==> src/rtl/audio_pwm_out.sv <==
// audio_pwm_out: buffers sequencer samples in a FIFO, paces reads with audio_rdy
// and plays samples at a fixed rate as 8-bit PWM.
module audio_pwm_out #(
  parameter int SAMPLE_DIV  = 2268,
  parameter int FIFO_DEPTH  = 8,
  parameter int PRIME_LEVEL = 4
) (
  input  logic        clk,
  input  logic        reset,
  input  logic        enb,
  input  logic        set_track,
  input  logic        read_req,
  input  logic        read_ack,
  input  logic [15:0] mem_data,
  output logic        audio_rdy,
  output logic        audio_pwm,
  output logic        audio_sd,
  output logic        underrun,
  output logic        overflow
);
  localparam int AW = $clog2(FIFO_DEPTH);
  localparam int CW = AW + 1;
  localparam int SW = $clog2(SAMPLE_DIV);
  typedef enum logic [1:0] {IDLE, PRIME, PLAY} state_t;
  state_t state_q, state_d;
  logic [CW-1:0] count_q, count_d;
  logic [AW-1:0] wr_ptr_q, wr_ptr_d, rd_ptr_q, rd_ptr_d;
  logic [SW-1:0] samp_cnt_q, samp_cnt_d;
  logic [7:0] pwm_cnt_q, pwm_cnt_d, duty_q, duty_d, duty_act_q, duty_act_d;
  logic pending_q, pending_d, rdy_q, rdy_d, pwm_q, pwm_d;
  logic underrun_q, underrun_d, overflow_q, overflow_d;
  logic [15:0] mem_q [FIFO_DEPTH];
  logic [15:0] head;
  logic [7:0] unused_lsb;
  logic flush, clr, play, tick, push, pop;
  assign head = mem_q[rd_ptr_q];
  assign unused_lsb = head[7:0];
  always_comb begin
    flush = !enb || state_q == IDLE;
    clr = flush || set_track;
    play = state_q == PLAY;
    tick = play && samp_cnt_q == SW'(SAMPLE_DIV - 1);
    pop = !clr && tick && count_q != '0;
    // a pop on the same cycle frees the slot, so a full FIFO still accepts the write
    push = !clr && read_ack && (count_q < CW'(FIFO_DEPTH) || pop);
    state_d = !enb ? IDLE :
              state_q == IDLE ? PRIME :
              set_track ? PRIME :
              (state_q == PRIME && count_q >= CW'(PRIME_LEVEL)) ? PLAY : state_q;
    count_d = clr ? '0 : count_q + CW'(push) - CW'(pop);
    wr_ptr_d = clr ? '0 : wr_ptr_q + AW'(push);
    rd_ptr_d = clr ? '0 : rd_ptr_q + AW'(pop);
    pending_d = clr ? 1'b0 : read_req ? 1'b1 : read_ack ? 1'b0 : pending_q;
    samp_cnt_d = (!play || clr || tick) ? '0 : samp_cnt_q + SW'(1);
    pwm_cnt_d = (play && !clr) ? pwm_cnt_q + 8'd1 : 8'd0;
    duty_d = clr ? 8'h80 : tick ? (pop ? {~head[15], head[14:8]} : 8'h80) : duty_q;
    // new duty is latched only at the PWM period boundary to avoid mid-period glitches
    duty_act_d = (!play || clr) ? 8'h80 : pwm_cnt_q == 8'hff ? duty_q : duty_act_q;
    pwm_d = play && !clr && pwm_cnt_q < duty_act_q;
    underrun_d = clr ? 1'b0 : underrun_q | (tick && count_q == '0);
    overflow_d = flush ? 1'b0 : overflow_q | (!set_track && read_ack && !push);
    rdy_d = enb && state_q != IDLE && !set_track && !pending_q && !read_req && !read_ack &&
            count_d <= CW'(FIFO_DEPTH - 2);
  end
  always_ff @(posedge clk or negedge reset) begin
    if (!reset) begin
      state_q <= IDLE;
      count_q <= '0;
      wr_ptr_q <= '0;
      rd_ptr_q <= '0;
      pending_q <= 1'b0;
      samp_cnt_q <= '0;
      pwm_cnt_q <= 8'd0;
      duty_q <= 8'h80;
      duty_act_q <= 8'h80;
      pwm_q <= 1'b0;
      rdy_q <= 1'b0;
      underrun_q <= 1'b0;
      overflow_q <= 1'b0;
    end else begin
      state_q <= state_d;
      count_q <= count_d;
      wr_ptr_q <= wr_ptr_d;
      rd_ptr_q <= rd_ptr_d;
      pending_q <= pending_d;
      samp_cnt_q <= samp_cnt_d;
      pwm_cnt_q <= pwm_cnt_d;
      duty_q <= duty_d;
      duty_act_q <= duty_act_d;
      pwm_q <= pwm_d;
      rdy_q <= rdy_d;
      underrun_q <= underrun_d;
      overflow_q <= overflow_d;
    end
  end
  always_ff @(posedge clk) begin
    if (push) mem_q[wr_ptr_q] <= mem_data;
  end
  assign audio_rdy = rdy_q;
  assign audio_pwm = pwm_q;
  assign audio_sd = state_q == PLAY;
  assign underrun = underrun_q;
  assign overflow = overflow_q;
endmodule

==> config.mk <==
export PLATFORM = sky130hd
export DESIGN_NAME = audio_pwm_out
export DESIGN_NICKNAME = d
export VERILOG_FILES = /design/src/rtl/audio_pwm_out.sv
export SDC_FILE = /design/constraint.sdc
export NUM_CORES = 1
export LEC_CHECK = 0
export BUFFER_PORTS_ARGS = -buffer_cell sky130_fd_sc_hd__buf_2
export CAP_MARGIN = 15
export CELL_PAD_IN_SITES_DETAIL_PLACEMENT = 0
export CELL_PAD_IN_SITES_GLOBAL_PLACEMENT = 2
export CORE_MARGIN = 2
export CORE_UTILIZATION = 37
export DETAILED_ROUTE_END_ITERATION = 8
export PLACE_DENSITY_LB_ADDON = 0.1
export RECOVER_POWER = 25
export SYNTH_ARGS = -nofsm -noshare
export SYNTH_HDL_FRONTEND = slang
export SYNTH_SLANG_ARGS = --single-unit
==> constraint.sdc <==
create_clock -name clk -period 3.8 [get_ports clk]
set_input_delay 0.19 -clock clk [delete_from_list [all_inputs] [get_ports clk]]
set_output_delay 0.19 -clock clk [all_outputs]
set_load 0.02 [all_outputs]
==> results.sh, run 1 <==
export IMPL_finClkSkew_ns=0.006496
export IMPL_fmax_mhz=335.2
export IMPL_detail_route_wl_per_cell_um=16.17
export IMPL_area_delta_synth_final_pct=17.70
export IMPL_p_sw_frac=0.2009
export IMPL_synth_edff_count=64
export IMPL_clkSinkCount=117
export IMPL_p_leak_nw=2.250
export IMPL_ant_nets=0
export IMPL_synthDistinctLibCells=49
export IMPL_hold_violations=0
export IMPL_min_delay_start="read_req"
export IMPL_rsz0062_at_grt="no"
export IMPL_start_kind="flip-flop"
export IMPL_gp_congestion=0.7299
export IMPL_synth_xor_area_frac=0.03475
export IMPL_synthMuxAreaShare=0.08737
export IMPL_ios=27
export IMPL_cp_startpoint="samp_cnt_q[0]$_DFF_PN0_"
export IMPL_syn_nets=382
export IMPL_dieWidth_um=120.7
export IMPL_r2r_start="samp_cnt_q[0]$_DFF_PN0_"
export IMPL_yosysSeqAreaShare=0.6448
export IMPL_required_ns=4.09
export IMPL_cpMostUsedCell="ha_1"
export IMPL_synthesis_area_mm2=0.005041
export IMPL_vdd_drop_max_uv=307.7
export IMPL_grt_pass1_vias=2940
export IMPL_p_clk_frac=0.521
export IMPL_tns_ns=0
export IMPL_cts_made_buffers=17
export IMPL_fp_dieArea_mm2=0.01457
export IMPL_finalPower_mw=2.895
export IMPL_drtIter0Drc=115
export IMPL_max_cap_violations=0
export IMPL_clkLatencyLatePin_ns=0.41
export IMPL_maxSlewHeadroom=0.2899
export IMPL_setup_worst_path_class="flip-flop to flip-flop"
export IMPL_drc=0
export IMPL_synth_largest_area_cell="edfxtp_1"
export IMPL_power_share_combinational=0.014
export IMPL_synth_warnings=0
export IMPL_layout_drive_gt1_share=0.2154
export IMPL_finalMaxSlewViolations=0
export IMPL_seqPwrFrac=0.465
export IMPL_vias=2745
export IMPL_synthCells=340
export IMPL_die_y_um=120.7
export IMPL_crit_slowest_cell="fa_1"
export IMPL_synth_avg_cell_area_um2=14.83
export IMPL_cts_buffer_depth=2
export IMPL_power_density_mw_per_mm2=488.0
export IMPL_tritoncts="yes"
export IMPL_layout_nets=421
export IMPL_async_flop_share=0.4530
export IMPL_synth_ff_latch_count=117
export IMPL_synth_area_top_cells="edfxtp_1 38%, dfrtp_1 25%, mux4_2 7.1%, ha_1 4.7%, xnor2_1 2.4%"
export IMPL_ctsHtreeMaxLevel=4
export IMPL_p_sw_mw=0.5816
export IMPL_vias_per_cell=4.850
export IMPL_crit_path_end_kind="flip-flop"
export IMPL_final_core_util=0.4463
export IMPL_grt_antenna_before_repair=0
export IMPL_grt_max_degree=41
export IMPL_start_util=0.3792
export IMPL_diodes=0
export IMPL_synth_commonest_cells="64 x edfxtp_1, 51 x dfrtp_1, 21 x nor2_1"
export IMPL_dp_hpwl_um=6002
export IMPL_finalSetupViolations=0
export IMPL_p_int_mw=2.314
export IMPL_synth_compound_area_share=0.04939
export IMPL_cts_resized=0
export IMPL_portBuffers=18
export IMPL_synth_top_family_by_area="simple AND/OR/NAND/NOR gates"
export IMPL_grt_pass1_wl_um=15460
export IMPL_grtUsageTotal=0.1447
export IMPL_post_route_period_util=0.7851
export IMPL_synth_ff_type="edfxtp_1"
export IMPL_cts_clk_slew_worst_paths_ns=0.05
export IMPL_grt_overflow=0
export IMPL_coreArea_mm2=0.01330
export IMPL_post_route_min_period_ns=2.983
export IMPL_drtPass1Iterations=4
export IMPL_yosys_area_share_simple=0.1037
export IMPL_critPathMaxFanout=10
export IMPL_worst_pin_slew_ns=1.065
export IMPL_yosysMostFrequentCell="edfxtp_1"
export IMPL_cp_data_arrival_time_ns=3.27
export IMPL_min_path_type="input pin to flip-flop"
export IMPL_status="finished, final reports clean"
export IMPL_path_cells="ha_1 -> nor4bb_1 -> and4_1 -> a21oi_2 -> or2_2 -> ha_1 -> inv_1 -> ha_1 -> fa_1 -> xnor2_1 -> o2111a_1"
export IMPL_fp_row_count=42
export IMPL_synth_adder_area_share=0.05113
export IMPL_routed_wl_um=9150
export IMPL_cts_root_buf="clkbuf_16"
export IMPL_crit_path_max_incr_delay_ns=0.40
export IMPL_synth_top_cell_area_share=0.3812
## path summary, 6_finish.rpt
kind,to,slack [ns],cells after the start
max,audio_rdy$_DFF_PN0_,0.82,11
min,pending_q$_DFFE_PN0P_,0.02,3
max reg2reg,audio_rdy$_DFF_PN0_,0.82,11
min reg2reg,duty_q[7]$_DFFE_PN1P_,0.48,2
max in group asynchronous,duty_act_q[7]$_DFFE_PN1P_,2.76,3
min in group asynchronous,samp_cnt_q[8]$_DFF_PN0_,0.21,2
## cells in the final DEF (no fill, tap or decap), types with 12 or more instances in the layout
| cell | instances |
|---|---|
| xnor2_1 | 14 |
| inv_1 | 20 |
| clkbuf_16 | 17 |
| dfrtp_1 | 51 |
| edfxtp_1 | 64 |
| ha_1 | 19 |
| nand2_1 | 12 |
| nor2_1 | 21 |
| mux4_2 | 16 |
| buf_4 | 12 |
## critical path, delay by kind of cell, from the launching register on
family	cells	cell delay [ns]
AOI/OAI and AO/OA	2	0.39
xor gates and xnor gates	1	0.16
adders and majority gates	4	1.11
buffers and inverters	1	0.04
DFF	1	0.39
and+or+nand+nor	3	0.78
## metrics by stage
step | hold slack [ns] | cell area (µm²) | worst slack, ns | instances
final | 0.02060 | 5933 | 0.8167 | 566
after global routing | 0.02677 | 5933 | 0.6171 | 566
after CTS | 0.001767 | 5943 | 0.7881 | 566
after detailed placement | 0.1083 | 5371 | 0.7946 | 535
after global placement | 0.1073 | 5371 | 0.8336 | 535
after floorplan | -0.1056 | 5041 | 0.9705 | 340
## routing by layer
layer / track usage / vias up / routed length (µm)
li1: - / 1338 / -
met1: 0.1732 / 1353 / 4062
met2: 0.2359 / 37 / 4585
met3: 0.04811 / 17 / 302
met4: 0.06831 / 0 / 200
met5: 0 / - / 0
## kinds of logic (layout without fill, tap and decap cells)
family,count (synthesis),count (layout)
adder cells (fa/ha/maj),20,20
buffers and inverters,31,81
XOR/XNOR,20,20
flip-flops,117,117
AND/OR/NAND/NOR,96,96
AO/OA/AOI/OAI,32,32
multiplexers,24,24
## flip-flops by register name (all words and copies together) (netlist names)
register    count
state_q         2
wr_ptr_q        3
duty_q          8
samp_cnt_q     12
count_q         4
duty_act_q      8
audio_pwm       1
audio_rdy       1
pwm_cnt_q       8
overflow        1
pending_q       1
underrun        1
mem_q          64
rd_ptr_q        3
## cell type report
| cell class | count | area [µm²] |
|---|---|---|
| multi-input cells | 192 | 1645 |
| clock buffers | 18 | 429.2 |
| well taps | 176 | 220.2 |
| repair buffers | 31 | 180.2 |
| inverters | 20 | 75.07 |
| flip-flops and latches | 117 | 3251 |
| fillers | 1200 | 7362 |
| clock inverters | 12 | 132.6 |
## power groups by stage
stage	registers [mW]	clock network, mW	logic [mW]
3_5_place_dp	1.37	0	0.0440
6_report	1.35	1.51	0.0417
3_3_place_gp	1.37	0	0.0430
2_1_floorplan	1.37	0	0.0110
4_1_cts	1.35	1.55	0.0449
5_1_grt	1.35	1.62	0.0495
## repair_timing
item,4_1_cts,5_1_grt
endpoints found under the hold margin,13,0
hold buffers,1,0
setup buffers,0,0
No activity file was read; power rests on OpenSTA's default activity.
==> run 2: changes to the inputs <==
==> constraint.sdc (replaced) <==
create_clock -name clk -period 2.4 [get_ports clk]
set_input_delay 0.12 -clock clk [delete_from_list [all_inputs] [get_ports clk]]
set_output_delay 0.12 -clock clk [all_outputs]
set_load 0.02 [all_outputs]
==> run 2 against run 1 <==
The flow now finishes with violations (negative setup slack); clock-buffer cell count grew 1; die area did not move; routed wire length grew 3.2%; power rose by 59%; clock skew up 0.0027 ns; sequential power is 58% higher; fmax increased by 12%; via count up 5.3%.
==> results.sh, run 2 (synthesized netlist as in run 1, its figures left out) <==
export IMPL_status="finished with violations"
export IMPL_violations="negative setup slack"
export IMPL_fmax_mhz=376.8
export IMPL_required_ns=2.70
export IMPL_vias=2890
export IMPL_clkLatencyLatePin_ns=0.41
export IMPL_crit_path_max_incr_delay_ns=0.53
export IMPL_ctsHtreeMaxLevel=4
export IMPL_ant_nets=0
export IMPL_final_core_util=0.4796
export IMPL_fin_ws_ns=-0.2539
export IMPL_setup_worst_path_class="flip-flop to flip-flop"
export IMPL_cts_buffer_depth=2
export IMPL_ios=27
export IMPL_finClkSkew_ns=0.009238
export IMPL_cts_made_buffers=17
export IMPL_cpMostUsedCell="ha_4"
export IMPL_top_register="mem_q"
export IMPL_dieWidth_um=120.7
export IMPL_tritoncts="yes"
export IMPL_gp_congestion=0.7069
export IMPL_maxSlewHeadroom=0.5626
export IMPL_post_place_ws_ns=-0.3047
export IMPL_clkSinkCount=117
export IMPL_hold_violations=0
export IMPL_grt_pass1_vias=2952
export IMPL_finalInstanceArea_mm2=0.006376
export IMPL_timing_hold_ws_ns=0.01008
export IMPL_crit_buf_inv=1
export IMPL_reg_largest_list="mem_q: 64 flops, samp_cnt_q: 12 flops"
export IMPL_post_route_period_util=1.106
export IMPL_mostFrequentLayoutCell="edfxtp_1"
export IMPL_routed_wl_um=9445
export IMPL_path_cells="ha_2 -> nor4bb_4 -> and4_4 -> a21oi_4 -> or2_4 -> ha_4 -> inv_2 -> ha_4 -> fa_2 -> nand2_1 -> o2111a_1"
export IMPL_detail_route_wl_per_cell_um=15.48
export IMPL_dp_hpwl_um=6359
export IMPL_crit_path_end_kind="flip-flop"
export IMPL_finalPower_mw=4.591
export IMPL_final_cell_mix="64 x edfxtp_1, 51 x dfrtp_1, 42 x buf_4"
export IMPL_drtIter0Drc=171
export IMPL_start_util=0.3792
export IMPL_diodes=0
export IMPL_rsz0062_at_grt="yes"
export IMPL_start_kind="flip-flop"
export IMPL_tns_ns=-0.3247
export IMPL_post_route_min_period_ns=2.654
export IMPL_ff_latch_area_mm2=0.003251
export IMPL_drtPass1Iterations=4
export IMPL_portBuffers=18
export IMPL_vdd_drop_max_uv=443.8
export IMPL_die_y_um=120.7
export IMPL_grt_overflow=0
export IMPL_dp_cells=563
export IMPL_p_leak_nw=2.461
export IMPL_vias_per_cell=4.738
export IMPL_max_cap_violations=0
export IMPL_layout_drive_gt1_share=0.3041
export IMPL_grt_max_degree=28
export IMPL_power_density_mw_per_mm2=720.0
export IMPL_grt_pass1_wl_um=15530
export IMPL_finalSetupViolations=3
export IMPL_fp_dieArea_mm2=0.01457
export IMPL_final_cells=610
export IMPL_multiInputGateArea_mm2=0.001737
export IMPL_cp_data_arrival_time_ns=2.95
export IMPL_fillers=1182
export IMPL_critPathMaxFanout=2
export IMPL_cp_top_family="adder cells"
export IMPL_crit_slowest_cell="fa_2"
export IMPL_fp_row_count=42
export IMPL_largest_reg_flops=64
export IMPL_layout_nets=463
export IMPL_finalMaxSlewViolations=0
export IMPL_grtUsageTotal=0.1438
export IMPL_cts_clk_slew_worst_paths_ns=0.06
export IMPL_worst_pin_slew_ns=0.6562
export IMPL_drc=0
export IMPL_postPlaceCellArea_mm2=0.005645
export IMPL_cts_root_buf="clkbuf_16"
export IMPL_area_delta_synth_final_pct=26.48
export IMPL_grt_antenna_before_repair=0
export IMPL_coreArea_mm2=0.01330
export IMPL_min_path_type="input pin to flip-flop"
## run 2: cell types whose count changed in the layout (fill, tap and decap cells not counted), sizes merged
| cell | previous run | this run |
|---|---|---|
| inv | 22 | 24 |
| clkbuf | 26 | 27 |
| bufinv | 2 | 1 |
| dlygate4sd3 | 1 | 12 |
| buf | 22 | 53 |
## run 2: area by class of cell
type,count,share of cell area
flip-flops and latches,117,0.5098
clock inverters,13,0.01962
inverters,20,0.01177
well taps,176,0.03454
clock buffers,19,0.06790
repair buffers,73,0.08399
multi-input cells,192,0.2724
## run 2: worst register-to-register path, cell delays in order (launching register included)
cell and delay, ns:
dfrtp_1 0.35, ha_2 0.19, nor4bb_4 0.20, and4_4 0.27
a21oi_4 0.06, or2_4 0.23, ha_4 0.26, inv_2 0.03
ha_4 0.15, fa_2 0.53, nand2_1 0.05, o2111a_1 0.22
## run 2: final timing paths
check	start	slack, ns	depth (start not counted)	endpoint
setup / recovery	samp_cnt_q[0]$_DFF_PN0_	-0.25	11	audio_rdy$_DFF_PN0_
setup reg to reg	samp_cnt_q[0]$_DFF_PN0_	-0.25	11	audio_rdy$_DFF_PN0_
hold reg to reg	duty_q[6]$_DFFE_PN0P_	0.49	1	duty_q[6]$_DFFE_PN0P_
min in group asynchronous	reset	0.28	2	audio_pwm$_DFF_PN0_
max in group asynchronous	reset	1.52	3	overflow$_DFF_PN0_
hold / removal	enb	0.01	3	overflow$_DFF_PN0_
## run 2: repair_timing
item / CTS / global route
resized for setup: 5 / 4
endpoints found under the setup margin: 4 / 4
setup buffers: 1 / 2
hold buffers: 12 / 0
endpoints found under the hold margin: 91 / 0
pin swaps: 3 / 3
## run 2: layer usage
layer / global-route usage / part of all wire
met1: 0.1917 / 0.47
met2: 0.2218 / 0.49
met3: 0.04387 / 0.031
met4: 0.05451 / 0.014
met5: 0 / 0
## run 2: power breakdown
| group | total [mW] | switching, mW | internal [mW] | leakage, nW |
|---|---|---|---|---|
| registers | 2.13 | 0.00165 | 2.13 | 1.31 |
| logic | 0.0907 | 0.0540 | 0.0368 | 0.884 |
| clock network | 2.37 | 0.933 | 1.44 | 0.270 |
| total | 4.59 | 0.989 | 3.60 | 2.46 |
==> run 3: changes to the inputs <==
--- a/config.mk
+++ b/config.mk
@@ -5,13 +5,14 @@
 export SDC_FILE = /design/constraint.sdc
 export NUM_CORES = 1
 export LEC_CHECK = 0
-export BUFFER_PORTS_ARGS = -buffer_cell sky130_fd_sc_hd__buf_2
+export BUFFER_PORTS_ARGS = -buffer_cell sky130_fd_sc_hd__buf_4
 export CAP_MARGIN = 15
 export CELL_PAD_IN_SITES_DETAIL_PLACEMENT = 0
 export CELL_PAD_IN_SITES_GLOBAL_PLACEMENT = 2
 export CORE_MARGIN = 2
 export CORE_UTILIZATION = 37
 export DETAILED_ROUTE_END_ITERATION = 8
+export GPL_TIMING_DRIVEN = 0
 export PLACE_DENSITY_LB_ADDON = 0.1
 export RECOVER_POWER = 25
 export SYNTH_ARGS = -nofsm -noshare
==> run 3 against run 2 <==
The run still ends with negative setup slack left; final area decreased by 0.57%; hold slack improved by 0.20 ns; routed wire length about the same; utilization decreased by 0.27 points; sequential share of layout area increased by 0.31 points; cell count decreased by 2.1%; clock skew about the same; clock power about the same; critical path type unchanged; largest cell class unchanged; largest power group unchanged.
==> results.sh, run 3 (synthesized netlist as in run 1, its figures left out) <==
export IMPL_status="finished with violations"
export IMPL_violations="negative setup slack"
export IMPL_clkLatencyLatePin_ns=0.41
export IMPL_fmax_mhz=368.8
export IMPL_reg_largest_list="mem_q: 64 flops, samp_cnt_q: 12 flops"
export IMPL_crit_path_end_kind="flip-flop"
export IMPL_ff2ff_setup_slack_ns=-0.31
export IMPL_finClkSkew_ns=0.009040
export IMPL_path_cells="ha_4 -> nor4bb_1 -> and4_1 -> buf_6 -> a21oi_4 -> or2_4 -> ha_4 -> inv_2 -> ha_4 -> fa_2 -> nand2_1 -> o2111a_1"
export IMPL_final_cells=597
export IMPL_grt_pass1_wl_um=15760
export IMPL_drc=0
export IMPL_cp_top_family="adder cells"
export IMPL_fp_row_count=42
export IMPL_timing_hold_ws_ns=0.2068
export IMPL_power_density_mw_per_mm2=722.2
export IMPL_grt_antenna_before_repair=0
export IMPL_hold_depth=3
export IMPL_cpMostUsedCell="ha_4"
export IMPL_gp_congestion=0.6678
export IMPL_cp_data_arrival_time_ns=3.01
export IMPL_finalInstanceArea_mm2=0.006340
export IMPL_dp_cells=542
export IMPL_cts_made_buffers=17
export IMPL_rsz0062_at_grt="yes"
export IMPL_critPathMaxFanout=4
export IMPL_vias=2895
export IMPL_p_leak_nw=2.366
export IMPL_grt_pass1_vias=3012
export IMPL_area_delta_synth_final_pct=25.76
export IMPL_diodes=0
export IMPL_vias_per_cell=4.849
export IMPL_dp_hpwl_um=6336
export IMPL_start_util=0.3792
export IMPL_worst_pin_slew_ns=0.7066
export IMPL_grtUsageTotal=0.1452
export IMPL_portBuffers=18
export IMPL_finalPower_mw=4.578
export IMPL_max_cap_violations=0
export IMPL_maxSlewHeadroom=0.5258
export IMPL_clkSinkCount=117
export IMPL_coreArea_mm2=0.01330
export IMPL_fp_dieArea_mm2=0.01457
export IMPL_hold_end="pwm_cnt_q[1]$_DFF_PN0_"
export IMPL_die_y_um=120.7
export IMPL_finalSetupViolations=4
export IMPL_postPlaceCellArea_mm2=0.005558
export IMPL_ios=27
export IMPL_routed_wl_um=9451
export IMPL_post_route_min_period_ns=2.712
export IMPL_tns_ns=-0.6155
export IMPL_ant_nets=0
export IMPL_start_kind="flip-flop"
export IMPL_detail_route_wl_per_cell_um=15.83
export IMPL_hold_violations=0
export IMPL_cts_root_buf="clkbuf_16"
export IMPL_drtPass1Iterations=4
export IMPL_vdd_drop_max_uv=752.7
export IMPL_dieWidth_um=120.7
export IMPL_largest_reg_flops=64
export IMPL_cts_buffer_depth=2
export IMPL_top_register="mem_q"
export IMPL_min_path_type="input pin to flip-flop"
export IMPL_r2r_end="audio_rdy$_DFF_PN0_"
export IMPL_min_delay_start="enb"
export IMPL_cts_clk_slew_worst_paths_ns=0.06
export IMPL_tritoncts="yes"
export IMPL_final_cell_mix="64 x edfxtp_1, 50 x dfrtp_1, 29 x buf_4"
export IMPL_finalMaxSlewViolations=0
export IMPL_drtIter0Drc=200
export IMPL_layout_nets=450
export IMPL_crit_path_max_incr_delay_ns=0.53
export IMPL_r2r_start="samp_cnt_q[1]$_DFF_PN0_"
export IMPL_fin_ws_ns=-0.3118
export IMPL_layout_drive_gt1_share=0.2827
export IMPL_crit_buf_inv=2
export IMPL_post_route_period_util=1.130
export IMPL_grt_overflow=0
export IMPL_ctsHtreeMaxLevel=4
export IMPL_rr_worst_depth=12
export IMPL_crit_slowest_cell="fa_2"
export IMPL_grt_max_degree=54
export IMPL_mostFrequentLayoutCell="edfxtp_1"
export IMPL_setup_worst_path_class="flip-flop to flip-flop"
export IMPL_required_ns=2.70
-- run 3: cell types whose count changed in the layout (fill, tap and decap cells not counted), sizes merged --
cell         previous run  this run
inv                    24        23
clkinv                  7         6
clkinvlp                1         4
dlygate4sd3            12        14
clkbuf                 27        29
buf                    53        35
-- run 3: how the worst max path moves through the flow --
stage,end,slack (ns),from,depth (start not counted)
CTS,audio_rdy$_DFF_PN0_,-0.35,samp_cnt_q[0]$_DFF_PN0_,12
floorplan,audio_rdy$_DFF_PN0_,-0.32,samp_cnt_q[0]$_DFF_PN0_,12
global route,audio_rdy$_DFF_PN0_,-0.41,samp_cnt_q[1]$_DFF_PN0_,12
finish,audio_rdy$_DFF_PN0_,-0.31,samp_cnt_q[1]$_DFF_PN0_,12
detailed placement,audio_rdy$_DFF_PN0_,-0.56,samp_cnt_q[0]$_DFF_PN0_,12
global placement,mem_q[5][13]$_DFFE_PP_,-0.95,samp_cnt_q[0]$_DFF_PN0_,6
-- run 3: worst min-delay path, cell delays in order --
cell	delay [ns]
buf_4	0.09
and2b_1	0.20
and3_1	0.17
-- run 3: area by class of cell --
cell class / instances / area, µm²
Clock buffer: 18 / 429.2
Buffer: 11 / 70.07
Tap cell: 176 / 220.2
Sequential cell: 117 / 3252
Inverter: 20 / 77.57
Timing Repair Buffer: 49 / 372.9
Fill cell: 1201 / 6955
Multi-Input combinational cell: 192 / 1789
Clock inverter: 14 / 128.9
-- run 3: routing by layer --
metal,vias to the layer above,track usage,share of wire
li1,1400,-,-
met2,28,0.2253,0.49
met3,11,0.04104,0.024
met1,1456,0.1919,0.48
met5,-,0,0
met4,0,0.06105,0.014
-- run 3: what timing repair did --
item,CTS,global route
gates cloned,0,0
pin swaps,3,3
endpoints found under the setup margin,8,10
endpoints found under the hold margin,119,0
hold buffers,14,0
setup buffers,6,3
gates resized for setup,2,6
-- run 3: metrics by stage --
stage,worst slack [ns],utilization
finish,-0.3118,0.4768
global route,-0.4147,0.4768
CTS,-0.3460,0.4753
detailed placement,-0.5609,0.4180
global placement,-0.9532,0.4098
floorplan,-0.3182,-
-- run 3: where the power goes --
part           switching [mW]  internal [mW]  leakage (nW)  total (mW)
sequential            0.00205           2.13          1.31        2.13
combinational          0.0527         0.0338         0.802      0.0865
clock                   0.933           1.43         0.259        2.36
